$ cat src/rtl/bcd_stopwatch_pkg.sv
// Shared types and constants for the BCD stopwatch.
//   state_t : controller states (IDLE, RUN, PAUSE)
//   BCD_W   : width of one decade
//   BCD_MAX : last legal value of a decade before it rolls to 0
package bcd_stopwatch_pkg;

   typedef enum logic [1:0] {
      IDLE  = 2'd0,
      RUN   = 2'd1,
      PAUSE = 2'd2
   } state_t;

   localparam int              BCD_W   = 4;
   localparam logic [BCD_W-1:0] BCD_MAX = 4'd9;

endpackage

$ cat src/rtl/bcd_stopwatch_digit.sv
// One BCD decade counter.
//   Clk      : system clock
//   Reset_n  : asynchronous active-low reset
//   Clr      : synchronous clear, wins over Inc
//   Inc      : count enable for this decade
//   Q        : decade value, always 0..9
//   CarryOut : Inc while at 9, feeds the next decade in the same cycle
module bcd_digit
   import bcd_stopwatch_pkg::*;
(
   input  logic             Clk,
   input  logic             Reset_n,
   input  logic             Clr,
   input  logic             Inc,
   output logic [BCD_W-1:0] Q,
   output logic             CarryOut
);

   assign CarryOut = Inc & (Q == BCD_MAX);

   // The >= compare also folds any out-of-range value back to 0.
   always_ff @(posedge Clk or negedge Reset_n) begin
      if (!Reset_n) begin
         Q <= '0;
      end else if (Clr) begin
         Q <= '0;
      end else if (Inc) begin
         Q <= (Q >= BCD_MAX) ? '0 : Q + 4'd1;
      end
   end

endmodule

$ cat src/rtl/bcd_stopwatch.sv
// BCD stopwatch driven by the divider's slow square wave, sampled as data.
//   Clk       : system clock
//   Reset_n   : asynchronous active-low reset
//   SlowClk   : divider output, asynchronous level
//   StartStop : rising edge toggles run/pause
//   Clear     : level, forces IDLE and a zero count
//   Digits    : BCD count, digit 0 in [3:0]
//   Running   : high while in RUN
//   Tick      : one-cycle pulse per SlowClk rising edge
//   Wrap      : one-cycle pulse when the count rolls from all 9s to 0
//
// state | meaning
// IDLE  | stopped after reset or Clear, count is zero
// RUN   | ticks advance the count
// PAUSE | count held, ticks ignored
module bcd_stopwatch
   import bcd_stopwatch_pkg::*;
#(
   parameter int NUM_DIGITS = 4
) (
   input  logic                        Clk,
   input  logic                        Reset_n,
   input  logic                        SlowClk,
   input  logic                        StartStop,
   input  logic                        Clear,
   output logic [BCD_W*NUM_DIGITS-1:0] Digits,
   output logic                        Running,
   output logic                        Tick,
   output logic                        Wrap
);

   logic            s1, s2, s3;
   logic            tick_int;
   logic            ss_q;
   logic            ss_edge;
   state_t          state;
   logic [NUM_DIGITS:0] carry;

   assign tick_int = s2 & ~s3;
   assign ss_edge  = StartStop & ~ss_q;

   // Increment judged against the current state, so a tick coinciding with
   // RUN->PAUSE still counts and one coinciding with ->RUN does not.
   assign carry[0] = Tick & (state == RUN) & ~Clear;

   for (genvar i = 0; i < NUM_DIGITS; i++) begin : g_digit
      bcd_digit u_digit (
         .Clk      (Clk),
         .Reset_n  (Reset_n),
         .Clr      (Clear),
         .Inc      (carry[i]),
         .Q        (Digits[i*BCD_W +: BCD_W]),
         .CarryOut (carry[i+1])
      );
   end

   always_ff @(posedge Clk or negedge Reset_n) begin
      if (!Reset_n) begin
         s1   <= 1'b0;
         s2   <= 1'b0;
         s3   <= 1'b0;
         Tick <= 1'b0;
         ss_q <= 1'b0;
         Wrap <= 1'b0;
      end else begin
         s1   <= SlowClk;
         s2   <= s1;
         s3   <= s2;
         Tick <= tick_int;
         ss_q <= StartStop;
         Wrap <= carry[NUM_DIGITS];
      end
   end

   always_ff @(posedge Clk or negedge Reset_n) begin
      if (!Reset_n) begin
         state   <= IDLE;
         Running <= 1'b0;
      end else if (Clear) begin
         state   <= IDLE;
         Running <= 1'b0;
      end else if (ss_edge) begin
         case (state)
            IDLE, PAUSE: begin
               state   <= RUN;
               Running <= 1'b1;
            end
            RUN: begin
               state   <= PAUSE;
               Running <= 1'b0;
            end
            default: begin
               state   <= IDLE;
               Running <= 1'b0;
            end
         endcase
      end
   end

endmodule

$ cat config.mk
export PLATFORM = sky130hd
export DESIGN_NAME = bcd_stopwatch
export DESIGN_NICKNAME = d
export VERILOG_FILES = /design/src/rtl/bcd_stopwatch_pkg.sv /design/src/rtl/bcd_stopwatch_digit.sv /design/src/rtl/bcd_stopwatch.sv
export SDC_FILE = /design/constraint.sdc
export NUM_CORES = 1
export LEC_CHECK = 0
export CORE_MARGIN = 4
export CORE_UTILIZATION = 45
export CTS_BUF_LIST = sky130_fd_sc_hd__clkbuf_4 sky130_fd_sc_hd__clkbuf_8
export DETAILED_ROUTE_END_ITERATION = 12
export HOLD_SLACK_MARGIN = 0.05
export PLACE_DENSITY = 0.7
export SLEW_MARGIN = 20
export SYNTH_ARGS = -nofsm -noshare
export SYNTH_HDL_FRONTEND = slang
export SYNTH_HIERARCHICAL = 1
export SYNTH_SLANG_ARGS = --single-unit
$ cat constraint.sdc
create_clock -name Clk -period 2.2 [get_ports Clk]
set_input_delay 0.22 -clock Clk [delete_from_list [all_inputs] [get_ports Clk]]
set_output_delay 0.22 -clock Clk [all_outputs]
set_load 0.1 [all_outputs]
==> impl_metrics.csv, run 1 <==
group,metric,value,unit
status,status,"completed",
place,place_hpwl,1.93,mm
clock_tree,cts_sinks,24,
critical_path,path_class,"flop to flop",
clock_tree,cts_resized,0,
timing,setup_viol,0,
cells_and_area,fill_cells,249,
clock_tree,post_cts_buffers,0,
logic_synthesis,synth_cell_types,23,
timing,drv_slew,0,
logic_synthesis,netlist_area,0.00134,sq mm
clock_tree,numCtsBuffers,3,
detailed_routing,drc,0,
cells_and_area,synthToLayoutAreaGrowth,22.3,%
critical_path,worstPathRequired,2.42,ns
critical_path,path_cells,"nor2b_4 > and3b_1 > and4b_2 > and4b_2 > and4b_2 > a41oi_2 > a311oi_1",
cells_and_area,stdcell_count,184,
clock_tree,clk_pin_slew,0.14,ns
critical_path,arrival,2.24,ns
critical_path,cpMostUsedCell,"and4b_2",
run,maxCapViolCount,0,
cells_and_area,n_antenna_cell,0,
cells_and_area,regArea,609,sq um
power,finalPower,0.843,mW
logic_synthesis,synth_edf_count,0,
critical_path,crit_buf_inv,0,
timing,slew_headroom,47.5,%
place,routabilityCongestion,0.765,
global_route,antenna_found_initial,0,
timing,tightest_slew,0.785,ns
clock_tree,postCtsHoldBufs,0,
die,fp.dieH,62.5,um
power,power_density,516,mW/mm^2
critical_path,setup.worst_path.start,"state[0]",
logic_synthesis,syn_area_per_cell,10.8,sq um
worst_hold_path,hold_start,"SlowClk",
logic_synthesis,synthTopCellsByArea,"dfrtp_1 45%, ha_1 11%, and4b_2 3.4%",
die,die_w,62.5,um
clock_tree,clockBufferDepth,2,
timing,period_share,91.4,%
detailed_routing,wl_per_cell,14.0,um
die,core-area,0.00281,sq mm
critical_path,cp_slowest_stage_delay,0.44,ns
global_route,grt_pass1_wl,4.54,mm
detailed_routing,num_vias,1017,
worst_hold_path,min-delay-path-class,"input pin to flop",
clock_tree,insertion_delay,0.31,ns
logic_synthesis,synth_top_area_share,44.9,%
global_route,grt_pass1_vias,963,
timing,min_period,2.01,ns
global_route,globalRouteOverflowTotal,0,
detailed_routing,drt_iter0_markers,31,
die,die_area,0.00391,sq mm
global_route,track_usage,14.3,%
detailed_routing,wirelength,2.58,mm
power,p_leak,0.830,nW
critical_path,critPathSlowestCell,"dfrtp_4",
clock_tree,root_buffer,"clkbuf_4",
timing,final-hold-violation-count,0,
critical_path,critPathTopFamily,"simple AND/OR/NAND/NOR gates",
critical_path,cp_max_fo,9,
place,place_inst,180,
die,rows,19,
power,peakVddDrop,286,uV
logic_synthesis,synth_nets,141,
cells_and_area,fin_util,58.3,%
critical_path,cp-start-kind,"flop",
cells_and_area,layout.nets,171,
logic_synthesis,ys_async_sr_fraction,100,%
detailed_routing,viasPerCell,5.53,
timing,finalClockSkew,0.00570,ns
timing,rsz0062_at_grt,"false",
global_route,grt_max_degree,27,
timing,fmaxAchievable,497,MHz
timing,holdWs,0.337,ns
detailed_routing,ant_nets,0,
critical_path,r2r_setup_slack,0.19,ns
critical_path,cp-end-kind,"flop",
critical_path,timing.rr.start,"state[0]",
detailed_routing,dr.pass1.iters,4,
logic_synthesis,ys_ff_latch,24,
die,start_util,47.7,%
logic_synthesis,synth_cells,124,
die,io_pins,24,
clock_tree,h-tree-depth,1,
logic_synthesis,yosysSeqAreaShare,44.9,%
logic_synthesis,yosysWarnings,6,
logic_synthesis,yosys_most_used_dff,"dfrtp_1",
logic_synthesis,synth_area_leader_cell,"dfrtp_1",
place,port_buffers,23,
clock_tree,tritoncts,"done",
cells_and_area,drive_above_1_share,29.4,%
cells_and_area,multiInputGateArea,662,sq um
Yosys cell counts, types with 6 or more instances:
cell type  count
dfrtp_1       24
ha_1          12
inv_1         12
nand2_1        8
nor3_1         8
nor2_1         6
registers in the layout (all words and copies together), names as in the netlist:
signal,cells
state,2
Wrap,1
s2,1
g_digit.u_digit/Q,16
ss_q,1
Tick,1
s3,1
s1,1
final cells by class:
type                       instances  area share (%)
multi-input combinational         84            40.5
sequential                        24            37.3
timing repair buffer              29            13.9
inverter                          12            2.75
tap                               31            2.37
clock inverter                     1            1.84
clock buffer                       3            1.38
report_power, final:
group          switching, mW  internal, mW  total [mW]  leakage, nW
sequential           0.00494         0.449       0.454        0.316
clock                  0.133         0.184       0.317       0.0279
combinational         0.0479        0.0237      0.0716        0.486
total                  0.186         0.657       0.843        0.830
worst paths after layout:
check / to / cells past startpoint
setup / recovery: g_digit[3].u_digit/Q[3] / 7
hold / removal: s1 / 1
setup reg to reg: g_digit[3].u_digit/Q[3] / 7
hold reg to reg: s2 / 0
max in group asynchronous: g_digit[2].u_digit/Q[3] / 2
min in group asynchronous: g_digit[0].u_digit/Q[2] / 1
cells in the final DEF, fill, tap and decap left out, types with 6 or more instances in the layout:
cell / n
dfrtp_1: 19
buf_4: 25
nor2_1: 6
nand2_1: 8
nor3_1: 8
ha_1: 12
inv_1: 12
stage by stage:
| step | area (sq um) | TNS (ns) | setup slack [ns] |
|---|---|---|---|
| 2_1_floorplan | 1360 | -1.29 | -0.313 |
| 3_3_place_gp | 1580 | 0 | 0.128 |
| 3_5_place_dp | 1580 | 0 | 0.0396 |
| 4_1_cts | 1640 | 0 | 0.196 |
| 5_1_grt | 1640 | 0 | 0.0575 |
| 6_report | 1640 | 0 | 0.189 |
routing by layer:
layer	wire, um	vias to the layer above	GRT usage, %
met5	0	-	0
met4	13	0	3.31
met3	97	2	3.42
met2	1280	18	24.8
met1	1190	490	17.8
li1	-	507	-
worst register-to-register path, cell delays in order (launching register included):
cell	delay, ns
dfrtp_4	0.44
nor2b_4	0.15
and3b_1	0.18
and4b_2	0.23
and4b_2	0.23
and4b_2	0.34
a41oi_2	0.13
a311oi_1	0.22
cell families after synthesis:
| kind of cell | after synthesis | synth area share [%] |
|---|---|---|
| simple gates | 42 | 19.6 |
| fa+ha+maj | 12 | 11.2 |
| flops | 24 | 44.9 |
| compound gates | 28 | 16.1 |
| buf+inv | 16 | 6.73 |
| xor+xnor | 1 | 0.655 |
| mux | 1 | 0.748 |
(Power assumes the default switching activity.)
==> run 2: changes to the inputs <==
--- a/config.mk
+++ b/config.mk
@@ -12,3 +12,3 @@
 export HOLD_SLACK_MARGIN = 0.05
-export PLACE_DENSITY = 0.7
+export PLACE_DENSITY = 0.85
 export SLEW_MARGIN = 20
--- a/constraint.sdc
+++ b/constraint.sdc
@@ -3,2 +3,2 @@
 set_output_delay 0.22 -clock Clk [all_outputs]
-set_load 0.1 [all_outputs]
+set_load 0.005 [all_outputs]
==> impl_metrics.csv, run 2 (synthesis gave the netlist of run 1 again) <==
group,metric,value,unit
status,status,"completed",
timing,slew_headroom,79.7,%
clock_tree,h-tree-depth,1,
timing,drv_slew,0,
global_route,grt_pass1_wl,4.84,mm
cells_and_area,largest_register_ffs,16,
clock_tree,clockBufferDepth,2,
critical_path,r2r_cells,8,
detailed_routing,drc,0,
detailed_routing,wl_per_cell,14.6,um
detailed_routing,dr.pass1.iters,4,
place,routabilityCongestion,0.805,
critical_path,timing.rr.start,"state[0]",
die,fp.dieH,62.5,um
critical_path,critPathTopFamily,"simple AND/OR/NAND/NOR gates",
critical_path,r2r_setup_slack,0.11,ns
detailed_routing,ant_nets,0,
critical_path,cp_slowest_stage_delay,0.42,ns
cells_and_area,layout_commonest_cell,"dfrtp_1",
power,power_density,438,mW/mm^2
clock_tree,tritoncts,"done",
clock_tree,numCtsBuffers,3,
timing,min_period,2.09,ns
cells_and_area,largestRegisters,"g_digit.u_digit/Q (16), state (2)",
die,rows,19,
critical_path,arrival,2.31,ns
die,io_pins,24,
timing,period_share,95.2,%
critical_path,setup.worst_path.start,"state[0]",
clock_tree,postCtsHoldBufs,0,
timing,fmaxAchievable,477,MHz
cells_and_area,n_antenna_cell,0,
critical_path,critPathSlowestCell,"dfrtp_1",
cells_and_area,fill_cells,236,
cells_and_area,layout.nets,174,
run,maxCapViolCount,0,
global_route,globalRouteOverflowTotal,0,
critical_path,cp-start-kind,"flop",
die,core-area,0.00281,sq mm
critical_path,worstPathRequired,2.41,ns
detailed_routing,num_vias,1057,
die,start_util,47.7,%
die,die_w,62.5,um
cells_and_area,regMostFlops,"g_digit.u_digit/Q",
critical_path,crit_buf_inv,2,
detailed_routing,viasPerCell,5.65,
global_route,antenna_found_initial,0,
critical_path,cp.depth,8,
critical_path,cpMostUsedCell,"and4b_2",
power,p_leak,0.808,nW
critical_path,path_cells,"nor2b_2 > and3b_1 > and4b_2 > and4b_2 > and4b_2 > buf_4 > buf_4 > a41o_1",
timing,finalClockSkew,0.00289,ns
clock_tree,cts_sinks,24,
place,place_hpwl,2.00,mm
clock_tree,root_buffer,"clkbuf_4",
die,die_area,0.00391,sq mm
global_route,grt_pass1_vias,1091,
critical_path,path_class,"flop to flop",
cells_and_area,synthToLayoutAreaGrowth,25.3,%
critical_path,r2r_end,"g_digit[3].u_digit/Q[1]",
power,peakVddDrop,275,uV
detailed_routing,drt_iter0_markers,48,
critical_path,cp_max_fo,8,
place,placed_area,0.00161,sq mm
cells_and_area,final_cell_mix,"24 x dfrtp_1, 23 x clkdlybuf4s50_1, 12 x inv_1, 12 x ha_1, 9 x buf_4",
power,finalPower,0.733,mW
cells_and_area,fin_area,0.00168,sq mm
timing,tightest_slew,0.305,ns
place,port_buffers,23,
clock_tree,insertion_delay,0.31,ns
critical_path,cp-end-kind,"flop",
cells_and_area,drive_above_1_share,15.4,%
global_route,grt_max_degree,27,
timing,final-hold-violation-count,0,
worst_hold_path,min-delay-path-class,"input pin to async pin",
detailed_routing,wirelength,2.72,mm
global_route,track_usage,14.8,%
clock_tree,clk_pin_slew,0.13,ns
timing,setup_viol,0,
-- run 2: layout make-up --
type	count	area (sq um)	area share, %
flip-flops and latches	24	601	35.8
repair buffers	32	298	17.8
inverters	12	45.0	2.69
well taps	31	38.8	2.32
clock buffers	4	36.3	2.17
multi-input cells	84	657	39.2
-- run 2: power by group --
part,switching (mW),internal [mW]
registers,0.00498,0.448
logic,0.0262,0.0226
clock network,0.131,0.101
-- run 2: worst max path at each step --
stage | end | slack (ns)
floorplan | g_digit[3].u_digit/Q[2] | 0.001
global placement | g_digit[3].u_digit/Q[2] | 0.14
detailed placement | g_digit[3].u_digit/Q[2] | 0.02
CTS | g_digit[3].u_digit/Q[2] | 0.07
global route | g_digit[3].u_digit/Q[2] | -0.00009
finish | g_digit[3].u_digit/Q[1] | 0.11
-- run 2: through the flow --
step                utilization, %  hold slack (ns)  setup TNS [ns]  instances  setup slack (ns)
floorplan                        -          -0.0756               0        124           0.00133
global placement              57.3            0.338               0        179             0.143
detailed placement            57.3            0.341               0        179            0.0161
CTS                           58.6            0.245               0        183            0.0673
global route                  59.7            0.274      -0.0000850        187        -0.0000850
finish                        59.7            0.246               0        187             0.105
-- run 2: routing by layer --
metal / track usage [%] / part of all wire (%) / up-vias
met5: 0 / 0 / -
met4: 4.13 / 0 / 0
met3: 2.88 / 4.0 / 0
met2: 26.0 / 50 / 32
met1: 18.5 / 46 / 516
li1: - / - / 509
-- run 2: timing repair --
action	4_1_cts	5_1_grt
resized for setup	0	1
endpoints found under the setup margin	0	4
buffers inserted	0	4
-- run 2: worst reg2reg max path, cell delays in order (launching register included) --
cell	delay, ns
dfrtp_1	0.42
nor2b_2	0.18
and3b_1	0.20
and4b_2	0.22
and4b_2	0.22
and4b_2	0.27
buf_4	0.16
buf_4	0.12
a41o_1	0.22
